`config.mk`:
```
export PLATFORM = sky130hd
export DESIGN_NAME = sevenseg_frame_scheduler_flat
export DESIGN_NICKNAME = d
export VERILOG_FILES = /design/src/rtl/sevenseg_frame_scheduler_if.sv /design/src/rtl/sevenseg_frame_scheduler.sv /design/src/flat_wrapper.sv
export SDC_FILE = /design/constraint.sdc
export NUM_CORES = 1
export LEC_CHECK = 0
export CAP_MARGIN = 20
export CORE_AREA = 2 2 115 117
export DETAILED_ROUTE_END_ITERATION = 8
export DIE_AREA = 0 0 117 119
export PLACE_DENSITY = 0.79
export SETUP_SLACK_MARGIN = 0.2
export SLEW_MARGIN = 30
export SYNTH_ARGS = -nofsm -noshare
export SYNTH_HDL_FRONTEND = slang
export SYNTH_SLANG_ARGS = --single-unit
export TNS_END_PERCENT = 20
```
`constraint.sdc`:
```
create_clock -name i_CLK -period 2.36 [get_ports i_CLK]
set_input_delay 0.236 -clock i_CLK [delete_from_list [all_inputs] [get_ports i_CLK]]
set_output_delay 0.236 -clock i_CLK [all_outputs]
set_load 0.05 [all_outputs]
```
`src/rtl/sevenseg_frame_scheduler_if.sv`:
```
// Write-request channel for the seven-segment frame scheduler: CPU and debug requesters,
// each with a request/slot/data bundle and a one-cycle grant back from the scheduler.
interface sevenseg_frame_scheduler_if;
  logic        i_CPU_REQ;
  logic [1:0]  i_CPU_SLOT;
  logic [15:0] i_CPU_DATA;
  logic        o_CPU_GNT;
  logic        i_DBG_REQ;
  logic [1:0]  i_DBG_SLOT;
  logic [15:0] i_DBG_DATA;
  logic        o_DBG_GNT;

  modport master (
    output i_CPU_REQ, i_CPU_SLOT, i_CPU_DATA,
    output i_DBG_REQ, i_DBG_SLOT, i_DBG_DATA,
    input  o_CPU_GNT, o_DBG_GNT
  );

  modport slave (
    input  i_CPU_REQ, i_CPU_SLOT, i_CPU_DATA,
    input  i_DBG_REQ, i_DBG_SLOT, i_DBG_DATA,
    output o_CPU_GNT, o_DBG_GNT
  );
endinterface

```
`src/rtl/sevenseg_frame_scheduler.sv`:
```
// Round-robin CPU/debug writes into a shadow of four 16-bit words, committed to the serializer
// once per frame at a safe position. Define SEVSEG_BLANK_EN to add the i_BLANK override.
module sevenseg_frame_scheduler #(
  parameter int unsigned FRAME_LEN      = 64,
  parameter int unsigned COMMIT_POS     = 32,
  parameter int unsigned SER_RST_CYCLES = 2
`ifdef SEVSEG_BLANK_EN
  ,
  parameter logic [15:0] BLANK_WORD     = 16'h0000
`endif
) (
  input  logic                      i_CLK,
  input  logic                      i_RESET_N,
`ifdef SEVSEG_BLANK_EN
  input  logic                      i_BLANK,
`endif
  sevenseg_frame_scheduler_if.slave wr_if,
  output logic [15:0]               o_7SegData16_0,
  output logic [15:0]               o_7SegData16_1,
  output logic [15:0]               o_7SegData16_2,
  output logic [15:0]               o_7SegData16_3,
  output logic                      o_SER_RESET,
  output logic                      o_PENDING,
  output logic [7:0]                o_FRAME_CNT
);

  localparam int unsigned PosW = $clog2(FRAME_LEN);
  localparam int unsigned CntW = $clog2(SER_RST_CYCLES + 1);
  localparam logic [PosW-1:0] PosLast   = PosW'(FRAME_LEN - 1);
  localparam logic [PosW-1:0] PosCommit = PosW'(COMMIT_POS - 1);
  localparam logic [CntW-1:0] CntLast   = CntW'(SER_RST_CYCLES - 1);

  typedef enum logic [0:0] {StHold, StRun} state_e;

  state_e            state_q, state_d;
  logic [CntW-1:0]   cnt_q, cnt_d;
  logic [PosW-1:0]   pos_q, pos_d;
  logic [7:0]        frame_q, frame_d;
  logic              cpu_gnt_q, cpu_gnt_d;
  logic              dbg_gnt_q, dbg_gnt_d;
  logic              last_cpu_q, last_cpu_d;
  logic              pending_q, pending_d;
  logic [3:0][15:0]  shadow_q, shadow_d;
  logic [3:0][15:0]  active_q, active_d;
  logic              run;
  logic              commit_pt;
  logic              commit;

  // FSM state register
  always_ff @(posedge i_CLK or negedge i_RESET_N) begin
    if (!i_RESET_N) begin
      state_q <= StHold;
      cnt_q   <= '0;
    end else begin
      state_q <= state_d;
      cnt_q   <= cnt_d;
    end
  end

  // FSM next state: hold the serializer in reset for SER_RST_CYCLES clocks, then run forever
  always_comb begin
    state_d = state_q;
    cnt_d   = cnt_q;
    unique case (state_q)
      StHold: begin
        if (cnt_q == CntLast) begin
          state_d = StRun;
          cnt_d   = '0;
        end else begin
          cnt_d = cnt_q + 1'b1;
        end
      end
      StRun: cnt_d = '0;
    endcase
  end

  // FSM outputs
  always_comb begin
    o_SER_RESET = (state_q == StHold);
    run         = (state_q == StRun);
  end

  always_comb begin
    commit_pt = run && (pos_q == PosCommit);
    commit    = commit_pt && pending_q;

    pos_d   = '0;
    frame_d = frame_q;
    if (run) begin
      if (pos_q == PosLast) begin
        frame_d = frame_q + 8'd1;
      end else begin
        pos_d = pos_q + 1'b1;
      end
    end

    // On a tie, the requester that was not granted last wins
    cpu_gnt_d  = wr_if.i_CPU_REQ && (!wr_if.i_DBG_REQ || !last_cpu_q);
    dbg_gnt_d  = wr_if.i_DBG_REQ && !cpu_gnt_d;
    last_cpu_d = last_cpu_q;
    if (cpu_gnt_d) begin
      last_cpu_d = 1'b1;
    end else if (dbg_gnt_d) begin
      last_cpu_d = 1'b0;
    end

    shadow_d = shadow_q;
    if (cpu_gnt_d) begin
      shadow_d[wr_if.i_CPU_SLOT] = wr_if.i_CPU_DATA;
    end else if (dbg_gnt_d) begin
      shadow_d[wr_if.i_DBG_SLOT] = wr_if.i_DBG_DATA;
    end

    // A write landing on the commit edge stays pending for the next frame
    pending_d = pending_q;
    if (cpu_gnt_d || dbg_gnt_d) begin
      pending_d = 1'b1;
    end else if (commit) begin
      pending_d = 1'b0;
    end

    active_d = commit ? shadow_q : active_q;
  end

  always_ff @(posedge i_CLK or negedge i_RESET_N) begin
    if (!i_RESET_N) begin
      pos_q      <= '0;
      frame_q    <= '0;
      cpu_gnt_q  <= 1'b0;
      dbg_gnt_q  <= 1'b0;
      last_cpu_q <= 1'b1;
      pending_q  <= 1'b0;
      shadow_q   <= '0;
      active_q   <= '0;
    end else begin
      pos_q      <= pos_d;
      frame_q    <= frame_d;
      cpu_gnt_q  <= cpu_gnt_d;
      dbg_gnt_q  <= dbg_gnt_d;
      last_cpu_q <= last_cpu_d;
      pending_q  <= pending_d;
      shadow_q   <= shadow_d;
      active_q   <= active_d;
    end
  end

  assign wr_if.o_CPU_GNT = cpu_gnt_q;
  assign wr_if.o_DBG_GNT = dbg_gnt_q;
  assign o_PENDING       = pending_q;
  assign o_FRAME_CNT     = frame_q;

`ifdef SEVSEG_BLANK_EN
  logic blank_q, blank_d;

  // Blank request is sampled only at the commit point so the outputs obey the same stability
  assign blank_d = commit_pt ? i_BLANK : blank_q;

  always_ff @(posedge i_CLK or negedge i_RESET_N) begin
    if (!i_RESET_N) begin
      blank_q <= 1'b0;
    end else begin
      blank_q <= blank_d;
    end
  end

  always_comb begin
    o_7SegData16_0 = blank_q ? BLANK_WORD : active_q[0];
    o_7SegData16_1 = blank_q ? BLANK_WORD : active_q[1];
    o_7SegData16_2 = blank_q ? BLANK_WORD : active_q[2];
    o_7SegData16_3 = blank_q ? BLANK_WORD : active_q[3];
  end
`else
  always_comb begin
    o_7SegData16_0 = active_q[0];
    o_7SegData16_1 = active_q[1];
    o_7SegData16_2 = active_q[2];
    o_7SegData16_3 = active_q[3];
  end
`endif

endmodule

```
`src/flat_wrapper.sv`:
```
// flat-port wrapper written by rule: the top's interface ports become plain ports
module sevenseg_frame_scheduler_flat 
#(
  parameter int unsigned FRAME_LEN      = 64,
  parameter int unsigned COMMIT_POS     = 32,
  parameter int unsigned SER_RST_CYCLES = 2

)
  (i_CLK, i_RESET_N, o_7SegData16_0, o_7SegData16_1, o_7SegData16_2, o_7SegData16_3, o_SER_RESET, o_PENDING, o_FRAME_CNT, wr_if_i_CPU_REQ, wr_if_i_CPU_SLOT, wr_if_i_CPU_DATA, wr_if_i_DBG_REQ, wr_if_i_DBG_SLOT, wr_if_i_DBG_DATA, wr_if_o_CPU_GNT, wr_if_o_DBG_GNT);
  sevenseg_frame_scheduler_if wr_if_i ();
  input  logic i_CLK;
  input  logic i_RESET_N;
  output logic [15:0] o_7SegData16_0;
  output logic [15:0] o_7SegData16_1;
  output logic [15:0] o_7SegData16_2;
  output logic [15:0] o_7SegData16_3;
  output logic o_SER_RESET;
  output logic o_PENDING;
  output logic [7:0] o_FRAME_CNT;
  input wire logic [$bits(wr_if_i.i_CPU_REQ)-1:0] wr_if_i_CPU_REQ;
  input wire logic [$bits(wr_if_i.i_CPU_SLOT)-1:0] wr_if_i_CPU_SLOT;
  input wire logic [$bits(wr_if_i.i_CPU_DATA)-1:0] wr_if_i_CPU_DATA;
  input wire logic [$bits(wr_if_i.i_DBG_REQ)-1:0] wr_if_i_DBG_REQ;
  input wire logic [$bits(wr_if_i.i_DBG_SLOT)-1:0] wr_if_i_DBG_SLOT;
  input wire logic [$bits(wr_if_i.i_DBG_DATA)-1:0] wr_if_i_DBG_DATA;
  output wire logic [$bits(wr_if_i.o_CPU_GNT)-1:0] wr_if_o_CPU_GNT;
  output wire logic [$bits(wr_if_i.o_DBG_GNT)-1:0] wr_if_o_DBG_GNT;
  assign wr_if_i.i_CPU_REQ = wr_if_i_CPU_REQ;
  assign wr_if_i.i_CPU_SLOT = wr_if_i_CPU_SLOT;
  assign wr_if_i.i_CPU_DATA = wr_if_i_CPU_DATA;
  assign wr_if_i.i_DBG_REQ = wr_if_i_DBG_REQ;
  assign wr_if_i.i_DBG_SLOT = wr_if_i_DBG_SLOT;
  assign wr_if_i.i_DBG_DATA = wr_if_i_DBG_DATA;
  assign wr_if_o_CPU_GNT = wr_if_i.o_CPU_GNT;
  assign wr_if_o_DBG_GNT = wr_if_i.o_DBG_GNT;
  sevenseg_frame_scheduler #(.FRAME_LEN(FRAME_LEN), .COMMIT_POS(COMMIT_POS), .SER_RST_CYCLES(SER_RST_CYCLES)) u_core (.i_CLK(i_CLK), .i_RESET_N(i_RESET_N), .wr_if(wr_if_i), .o_7SegData16_0(o_7SegData16_0), .o_7SegData16_1(o_7SegData16_1), .o_7SegData16_2(o_7SegData16_2), .o_7SegData16_3(o_7SegData16_3), .o_SER_RESET(o_SER_RESET), .o_PENDING(o_PENDING), .o_FRAME_CNT(o_FRAME_CNT));
endmodule
```
==> results of run 1 <==
per-layer routing:
layer / vias to the layer above / GRT usage, % / part of all wire, %
met5: - / 0 / 0
met4: 0 / 10.0 / 2.5
met3: 37 / 6.67 / 7.0
met2: 192 / 37.1 / 47
met1: 2345 / 34.4 / 44
li1: 2069 / - / -
where the power goes:
| group | switching [mW] | total [mW] | internal, mW |
|---|---|---|---|
| Combinational | 1.35 | 2.39 | 1.04 |
| Sequential | 0.350 | 3.40 | 3.05 |
| Clock | 0.995 | 2.92 | 1.93 |
| Total | 2.69 | 8.72 | 6.02 |
registers in the layout, summed over array words and instances, names as in the netlist:
name,count
u_core.o_PENDING,1
u_core.o_7SegData16_1,16
u_core.last_cpu_q,1
u_core.o_7SegData16_3,16
u_core.cnt_q,2
u_core.o_7SegData16_2,16
u_core.o_FRAME_CNT,8
u_core.pos_q,6
u_core.shadow_q,64
u_core.wr_if.o_CPU_GNT,1
u_core.o_7SegData16_0,16
u_core.run,1
u_core.wr_if.o_DBG_GNT,1
logic make-up (layout without fill, tap and decap cells):
| logic type | Yosys count | after routing | synth area share, % |
|---|---|---|---|
| adders and majority gates | 2 | 2 | 0.377 |
| buffers and inverters | 33 | 172 | 4.41 |
| muxes | 66 | 66 | 14.6 |
| and+or+nand+nor | 113 | 113 | 8.30 |
| AOI/OAI and AO/OA | 131 | 131 | 14.7 |
| xor gates and xnor gates | 11 | 11 | 1.45 |
| DFF | 149 | 149 | 56.2 |
final timing paths:
kind | cells after the start | start | end | slack (ps)
worst max-delay path | 2 | u_core.run | o_SER_RESET | 280
worst min-delay path | 2 | i_RESET_N | u_core.run | 350
worst max register to register | 7 | u_core.pos_q[0] | u_core.o_7SegData16_3[11] | 310
worst min register to register | 1 | u_core.cnt_q[0] | u_core.cnt_q[0] | 430
max in group asynchronous | 3 | i_RESET_N | u_core.o_7SegData16_3[13] | 1260
min in group i_CLK | 3 | wr_if_i_CPU_REQ | u_core.last_cpu_q | 410
critical path: cells and delay by family (launching register included):
kind | cells | cell delay (ps)
flip-flops | 1 | 460
buffers and inverters | 2 | 970
timing repair:
item	4_1_cts	5_1_grt
endpoints found under the hold margin	53	0
hold buffers	1	0
buffers inserted	0	1
setup endpoints to repair	0	23
layout make-up:
type / instances / share of cell area [%]
Sequential cell: 149 / 43.3
Multi-Input combinational cell: 323 / 30.4
Timing Repair Buffer: 135 / 15.9
Clock buffer: 23 / 5.90
Tap cell: 176 / 2.56
Clock inverter: 9 / 1.68
Inverter: 5 / 0.247
placed cells by master, fill, tap and decap left out, types with 9 or more instances in the layout:
| cell | synthesis | layout |
|---|---|---|
| clkdlybuf4s50_1 | 0 | 114 |
| buf_4 | 1 | 14 |
| o21ai_1 | 9 | 9 |
| nor2_1 | 12 | 12 |
| o21ai_0 | 56 | 56 |
| dfrtp_1 | 148 | 148 |
| a2bb2oi_2 | 10 | 10 |
| clkbuf_16 | 0 | 18 |
| mux2_4 | 60 | 60 |
| a2bb2oi_1 | 54 | 54 |
| nand2_1 | 70 | 70 |
==> impl_metrics.tcl, run 1 <==
set metrics [dict create \
    critical_path_class "reg -> out" \
    cp.arrival_ps 1840 \
    power.leakage_nw 3.65 \
    die-area_um2 13900 \
    multi_input_area_um2 2620 \
    yosysWarnings 0 \
    fill_cells 916 \
    rsz0062_at_grt "no" \
    dr.pass1.iters 5 \
    ant_nets 0 \
    critPathLaunchType "flop" \
    die_y_um 119 \
    synth_common_cells "dfrtp_1, nand2_1, mux2_4" \
    crit_path_max_fanout 8 \
    fin_tns_setup_ps 0 \
    gp_congestion 0.858 \
    grt_max_degree 58 \
    power_mw 8.72 \
    cts-buffers-inserted 17 \
    path_cells "inv_1 > clkdlybuf4s50_1" \
    grt_pass1_wl_um 26400 \
    synth_top_area_share_pct 55.8 \
    synth_nets 547 \
    coreArea_um2 12900 \
    slowest_delay_ps 820 \
    nets 673 \
    clock_skew_ps 5.60 \
    detail_route.wl_per_cell_um 20.1 \
    placedCellCount 785 \
    hold_violations 0 \
    ys_seq_area_share_pct 56.2 \
    synth_area_leaders "dfrtp_1, mux2_4, a2bb2oi_1" \
    post-place-ws_ps 126 \
    vias_per_cell 5.66 \
    vdd_drop_max_v 0.000437 \
    layoutNonFillerInstCount 820 \
    antenna_found_initial 0 \
    slew_headroom_pct 51.6 \
    fmax_mhz 481 \
    num_vias 4643 \
    drive_gt1_share_pct 22.0 \
    post-route-drc-count 0 \
    io-pin-count 116 \
    worst_pin_slew_ps 725 \
    timing.hold.ws_ps 348 \
    synth_edf_count 0 \
    drv_slew 0 \
    htree_levels 4 \
    synthArstFlopShare_pct 100 \
    synth-seq-cells 149 \
    synth.most_common_cell "dfrtp_1" \
    cts_sinks 149 \
    synthesis.area_um2 6640 \
    yosysUniqueCellTypes 38 \
    clk_pin_slew_worst_paths_ps 60 \
    routed_wirelength_um 16400 \
    crit_slowest_cell "clkdlybuf4s50_1" \
    hp-class "in -> async" \
    grt.overflow.total 0 \
    clock_latency_ps 420 \
    synthCells 505 \
    cts_buffer_depth 2 \
    max-cap-violations 0 \
    portBuffers 115 \
    register_area_um2 3730 \
    grt_pass1_vias 4842 \
    hpwl_um 11200 \
    design_area_um2 8620 \
    area_growth_pct 29.9 \
    synth_ff_type "dfrtp_1" \
    dr.first_iter.drc_count 317 \
    end_kind "primary output" \
    worst_slack_ps 281 \
    post_cts_resized 0 \
    synth_area_per_cell_um2 13.1 \
    grt_use_total_pct 24.8 \
    dpl_cell_area_um2 7910 \
    min_period_ps 2080 \
    diodes 0 \
    start_util_pct 51.5 \
    outcome "completed" \
    power_density_nw_per_um2 1010 \
    setup_viol 0 \
    fp.dieW_um 117 \
    synth_top_area_cell "dfrtp_1" \
    tritoncts "done" \
    root_buffer "clkbuf_16" \
    post-route-period-util_pct 88.1 \
    crit_required_ps 2120 \
    row_count 42 \
    final_util_pct 66.9 \
]
No activity file was read; power rests on OpenSTA's default activity.
==> run 2: changes to the inputs <==
--- a/config.mk
+++ b/config.mk
@@ -5,13 +5,12 @@
 export SDC_FILE = /design/constraint.sdc
 export NUM_CORES = 1
 export LEC_CHECK = 0
-export CAP_MARGIN = 20
+export ABC_CLOCK_PERIOD_IN_PS = 2360
 export CORE_AREA = 2 2 115 117
 export DETAILED_ROUTE_END_ITERATION = 8
 export DIE_AREA = 0 0 117 119
 export PLACE_DENSITY = 0.79
 export SETUP_SLACK_MARGIN = 0.2
-export SLEW_MARGIN = 30
 export SYNTH_ARGS = -nofsm -noshare
 export SYNTH_HDL_FRONTEND = slang
 export SYNTH_SLANG_ARGS = --single-unit
==> results of run 2 <==
No change in the layout: final DEF, timing and power equal those of run 1.
